### config.mk
export PLATFORM = sky130hd
export DESIGN_NAME = mux_scan
export DESIGN_NICKNAME = d
export VERILOG_FILES = /design/src/rtl/mux_pkg.sv /design/src/rtl/mux_scan_arb.sv /design/src/rtl/mux_scan.sv
export SDC_FILE = /design/constraint.sdc
export NUM_CORES = 1
export LEC_CHECK = 0
export BUFFER_PORTS_ARGS = -buffer_cell sky130_fd_sc_hd__buf_2
export CORE_MARGIN = 2
export CORE_UTILIZATION = 52
export DETAILED_ROUTE_END_ITERATION = 12
export GPL_TIMING_DRIVEN = 0
export PLACE_DENSITY = 0.77
export SLEW_MARGIN = 20
export SYNTH_ARGS = -nofsm -noshare
export SYNTH_HDL_FRONTEND = slang
export SYNTH_SLANG_ARGS = --single-unit
### constraint.sdc
create_clock -name clk -period 3.8 [get_ports clk]
set_input_delay 0.19 -clock clk [delete_from_list [all_inputs] [get_ports clk]]
set_output_delay 0.19 -clock clk [all_outputs]
set_load 0.01 [all_outputs]
### src/rtl/mux_pkg.sv
// Shared definitions for the scan multiplexer: mode encoding and the
// rotating first-one search used by the round-robin arbiter.
// Purely declarative; no ports, no state.
package mux_pkg;

  localparam logic MODE_MANUAL = 1'b0;
  localparam logic MODE_SCAN   = 1'b1;

  // Upper bound on channel count the search function handles; callers
  // zero-extend their valid vector to this width.
  localparam int MUX_MAX_CH = 32;
  localparam int MUX_IDX_W  = 5;

  typedef struct packed {
    logic                 found;
    logic [MUX_IDX_W-1:0] idx;
  } rr_res_t;

  // Returns the first set bit of vld[n-1:0] searching ptr, ptr+1, ...,
  // wrapping modulo n. ptr is assumed to be < n.
  function automatic rr_res_t rr_first_one(input int n, input int ptr,
                                           input logic [MUX_MAX_CH-1:0] vld);
    rr_res_t res;
    int      c;
    res = '0;
    for (int k = 0; k < MUX_MAX_CH; k++) begin
      c = ptr + k;
      if (c >= n) c = c - n;
      if (k < n && !res.found && vld[c[MUX_IDX_W-1:0]]) begin
        res.found = 1'b1;
        res.idx   = c[MUX_IDX_W-1:0];
      end
    end
    return res;
  endfunction

endpackage

### src/rtl/mux_scan_arb.sv
// Rotating-priority arbiter: picks the first valid channel at or after ptr.
// Latency: combinational. Backpressure: none (pure function of inputs).
// Ports: i_vld (per-channel valid), i_ptr (search start), o_found, o_idx.
module mux_scan_arb
  import mux_pkg::*;
#(
  parameter int N_CH  = 4,
  parameter int SEL_W = $clog2(N_CH)
) (
  input  logic [N_CH-1:0]  i_vld,
  input  logic [SEL_W-1:0] i_ptr,
  output logic             o_found,
  output logic [SEL_W-1:0] o_idx
);

  logic [MUX_MAX_CH-1:0] w_vld_ext;
  rr_res_t               w_res;
  logic                  w_unused_idx;

  if (N_CH < MUX_MAX_CH) begin : g_pad
    assign w_vld_ext = {{(MUX_MAX_CH-N_CH){1'b0}}, i_vld};
  end else begin : g_nopad
    assign w_vld_ext = i_vld;
  end

  assign w_res        = rr_first_one(N_CH, int'(i_ptr), w_vld_ext);
  assign o_found      = w_res.found;
  assign o_idx        = w_res.idx[SEL_W-1:0];
  // Upper index bits are always zero for legal channel counts.
  assign w_unused_idx = ^w_res.idx;

endmodule

### src/rtl/mux_scan.sv
// N-channel registered mux, manual select or round-robin scan over valid channels.
// Latency: 1 cycle in_valid&&in_ready -> out_valid; full throughput with out_ready=1.
// Backpressure: one-entry output register; in_ready=0 while full and out_ready=0.
// Ports: in_data/in_valid/in_ready per channel; mode (0 manual,1 scan); sel;
//        out_data/out_ch/out_valid/out_ready towards the consumer.
// Optional: MUX_SCAN_PARITY_EN adds out_par = ^out_data (registered).
module mux_scan
  import mux_pkg::*;
#(
  parameter int N_CH  = 4,
  parameter int W     = 8,
  parameter int SEL_W = $clog2(N_CH)
) (
  input  logic              clk,
  input  logic              rst_n,
  input  logic [N_CH*W-1:0] in_data,
  input  logic [N_CH-1:0]   in_valid,
  output logic [N_CH-1:0]   in_ready,
  input  logic              mode,
  input  logic [SEL_W-1:0]  sel,
  output logic [W-1:0]      out_data,
  output logic [SEL_W-1:0]  out_ch,
  output logic              out_valid,
  input  logic              out_ready
`ifdef MUX_SCAN_PARITY_EN
  ,
  output logic              out_par
`endif
);

  logic [W-1:0]     w_ch_dat [N_CH];
  logic [SEL_W-1:0] r_ptr;
  logic [SEL_W-1:0] w_ptr_nxt;
  logic [SEL_W-1:0] w_arb_idx;
  logic [SEL_W-1:0] w_cand;
  logic             w_arb_found;
  logic             w_cand_ok;
  logic             w_load;
  logic             w_cap;
  logic             r_out_valid;
  logic [W-1:0]     r_out_data;
  logic [SEL_W-1:0] r_out_ch;

  for (genvar c = 0; c < N_CH; c++) begin : g_unpack
    assign w_ch_dat[c] = in_data[c*W +: W];
  end

  mux_scan_arb #(
    .N_CH  (N_CH),
    .SEL_W (SEL_W)
  ) u_arb (
    .i_vld   (in_valid),
    .i_ptr   (r_ptr),
    .o_found (w_arb_found),
    .o_idx   (w_arb_idx)
  );

  always_comb begin
    w_cand    = '0;
    w_cand_ok = 1'b0;
    if (mode == MODE_SCAN) begin
      w_cand    = w_arb_idx;
      w_cand_ok = w_arb_found;
    end else begin
      w_cand    = sel;
      w_cand_ok = (int'(sel) < N_CH);
    end
  end

  assign w_load = !out_valid || out_ready;
  // rst_n gating keeps in_ready low while reset is asserted, even though the
  // register already reads empty.
  assign w_cap  = rst_n && w_load && w_cand_ok && in_valid[w_cand];

  always_comb begin
    in_ready = '0;
    if (w_cap) in_ready[w_cand] = 1'b1;
  end

  // Explicit wrap so a non-power-of-two channel count never reaches an
  // illegal index.
  assign w_ptr_nxt = (int'(w_cand) == N_CH-1) ? '0 : w_cand + 1'b1;

  always_ff @(posedge clk or negedge rst_n) begin
    if (!rst_n) begin
      r_out_valid <= 1'b0;
      r_out_data  <= '0;
      r_out_ch    <= '0;
      r_ptr       <= '0;
    end else if (w_cap) begin
      r_out_valid <= 1'b1;
      r_out_data  <= w_ch_dat[w_cand];
      r_out_ch    <= w_cand;
      if (mode == MODE_SCAN) r_ptr <= w_ptr_nxt;
    end else if (w_load) begin
      r_out_valid <= 1'b0;
    end
  end

  assign out_valid = r_out_valid;
  assign out_data  = r_out_data;
  assign out_ch    = r_out_ch;

`ifdef MUX_SCAN_PARITY_EN
  logic r_par;
  always_ff @(posedge clk or negedge rst_n) begin
    if (!rst_n)     r_par <= 1'b0;
    else if (w_cap) r_par <= ^w_ch_dat[w_cand];
  end
  assign out_par = r_par;
`endif

endmodule

==> reports/results.tsv <==
stage	metric	value	unit
cts	cts_tree	yes	
synth	synth_area_leaders	dfrtp_1 18%, mux2_2 8.7%, o2111ai_1 7.3%	
setup_path	start_kind	flip-flop	
sta	finalHoldViolCount	0	
pwr	swShare	47.6	%
setup_path	reg2reg_depth	11	
setup_path	timing.rr.end	out_data[7]	
routing	drt-vias-per-instance	6.04	
routing	vias	1939	
synth	synthDistinctLibCells	46	
synth	synth_common_cells	22 x nand2_1, 17 x a22oi_1, 15 x o2111ai_1, 15 x o211ai_1, 15 x o21a_1	
synth	synth.top_cell.area_share	18.0	%
routing	post_drt_wl_per_cell	15.7	um
setup_path	cp.required	3610	ps
synth	ys_seq_elements	13	
min_path	hold_path_class	input pin to flip-flop	
sta	fmax	274	MHz
finish	insertedDiodeCount	0	
pwr	p_comb_share	77.5	%
sta	finalMaxSlewViolations	0	
routing	wl	5030	um
sta	layout_setup_ws	153	ps
sta	whs	106	ps
sta	clock_skew	7.93	ps
routing	drt_first_pass_iters	4	
grt	groute.usage.overall	24.8	%
synth	async_flop_share	100	%
cts	cts_made_buffers	3	
pwr	clockPowerShare	5.6	%
sta	slew_headroom	65.5	%
grt	grt_pass1_vias	1793	
cts	insertion_delay	270	ps
synth	syn_nets	258	
setup_path	crit_fanout	10	
cts	cts_root_buffer	clkbuf_4	
setup_path	cp.arrival	3460	ps
cts	cts_htree_levels	1	
synth	synth.most_common_cell	nand2_1	
cts	clockBufferDepth	2	
grt	overflow	0	
sta	worst_pin_slew	516	ps
pwr	seqPwrFrac	16.9	%
finish	nNetsFinal	324	
synth	synth_top_area_cell	dfrtp_1	
synth	yosysWarningCount	0	
synth	syn_inst	210	
pwr	vdd_drop_max	0.419	mV
floorplanning	ios	57	
placed_design	gp_congestion	0.883	
min_path	min_to	out_valid	
synth	syn_avg_cell_area	8.63	sq um
pwr	finalPower	1.51	mW
floorplanning	std_cell_rows	21	
floorplanning	start_util	54.3	%
job	max_cap_violations	0	
setup_path	rr_startpoint	r_ptr[0]	
pwr	leakagePower	0.961	nW
sta	setup_violations	0	
min_path	holdPathStages	2	
routing	drc	0	
setup_path	critPathKind	flip-flop to primary output	
routing	drtAntennaViolNets	0	
pwr	p_sw	717	uW
floorplanning	dieArea	0.00397	sq mm
min_path	min_from	out_ready	
synth	ys_seq_area_share	18.0	%
routing	first_iter_violations	271	
floorplanning	design.core.area	0.00334	sq mm
sta	period_share	96.0	%
placed_design	hpwl	3670	um
setup_path	end_kind	primary output	
run_status	status	complete, no violations	
sta	layout_min_cycle_time	3650	ps
grt	antenna_found_initial	0	
sta	setup_tns	0	ps
pwr	power_density	675	mW/mm^2
finish	drive_gt1_share	38.5	%
synth	synth-main-ff-cell	dfrtp_1	
floorplanning	fp.dieH	63.0	um
synth	netlist_area	0.00181	sq mm
setup_path	rrSetupSlack	470	ps
finish	area_delta_synth_final	23.1	%
grt	grt_max_degree	15	
placed_design	io_buffers	55	
floorplanning	fp.dieW	63.0	um
synth	synth_edf_count	0	
grt	grt_pass1_wl	8220	um
pwr	p_int	789	uW
cts	clk_pin_slew	80	ps
cts	clock-sinks	13	
placed_design	place_ws	288	ps
power groups by stage:
stage	sequential (mW)	combinational [mW]	clock, mW
2_1_floorplan	0.280	0.791	0
3_3_place_gp	0.257	1.08	0
3_5_place_dp	0.258	1.08	0
4_1_cts	0.255	1.11	0.0850
5_1_grt	0.264	1.26	0.0912
6_report	0.254	1.17	0.0842
critical path, cell delays in order, from the launching register on:
cell and delay (ps):
dfrtp_1 400, buf_4 150, ha_1 180, or2b_1 250, and3_1 200, buf_6 130
or4_4 530, a41o_1 270, or3b_4 410, o22ai_4 190, buf_6 190, nor3b_2 150
buf_2 140
how the worst max path moves through the flow:
stage          startpoint          end
2_1_floorplan    r_ptr[0]  in_ready[0]
3_3_place_gp     r_ptr[1]  in_ready[0]
4_1_cts          r_ptr[1]  in_ready[0]
6_report         r_ptr[0]  in_ready[0]
3_5_place_dp     r_ptr[0]  in_ready[0]
5_1_grt          r_ptr[0]  in_ready[0]
kinds of logic after synthesis:
| logic type | count (synthesis) | synth area share, % |
|---|---|---|
| buffers and inverters | 28 | 7.94 |
| adders and majority gates | 6 | 4.14 |
| AOI/OAI and AO/OA | 88 | 38.5 |
| and+or+nand+nor | 52 | 15.8 |
| DFF | 13 | 18.0 |
| muxes | 23 | 15.6 |
per-layer routing:
metal	track usage [%]	part of all wire, %
met5	0	0
met4	5.28	0.93
met3	2.16	6.6
met2	40.7	46
met1	35.3	46
flip-flops by register name, indices dropped and copies added (netlist names):
signal	cells
out_ch	2
out_data	8
out_valid	1
r_ptr	2
repair_timing:
item,in CTS,in global routing
gates resized for setup,2,2
gates cloned,0,0
buffers inserted,0,5
hold endpoints to repair,13,0
pin swaps,0,3
hold buffers,1,0
setup endpoints to repair,1,4
area by class of cell:
| cell class | instances | area, sq um |
|---|---|---|
| Buffer | 21 | 118 |
| Clock buffer | 4 | 26.3 |
| Inverter | 7 | 26.3 |
| Sequential cell | 13 | 327 |
| Fill cell | 308 | 1110 |
| Multi-Input combinational cell | 169 | 1350 |
| Timing Repair Buffer | 61 | 323 |
| Tap cell | 46 | 57.6 |
cell usage in the layout (no fill, tap or decap), types with 2 or more instances in the layout:
cell,netlist,final
ha_1,6,6
a31oi_1,4,4
o21ai_0,7,7
and2_2,2,2
inv_1,7,7
buf_1,2,2
and3_1,2,2
and2_1,2,2
nor2_1,7,7
nor3b_1,2,2
buf_4,1,6
mux2i_1,2,2
o22ai_1,2,2
buf_2,4,59
o2111ai_1,15,15
mux2_2,14,14
mux2_4,7,7
o211ai_1,15,15
nor3_1,6,6
nand2_1,22,22
o21a_1,15,15
dfrtp_1,13,12
a21oi_1,2,2
a22oi_1,17,17
buf_6,4,4
clkbuf_1,10,11
clkbuf_4,0,3
through the flow:
stage / cells / util [%] / area (sq um)
3_5_place_dp: 311 / 64.3 / 2140
4_1_cts: 316 / 65.6 / 2190
2_1_floorplan: 210 / - / 1810
3_3_place_gp: 311 / 64.3 / 2140
6_report: 321 / 66.9 / 2230
5_1_grt: 321 / 66.9 / 2230
Power figures use the tool's default switching activity.
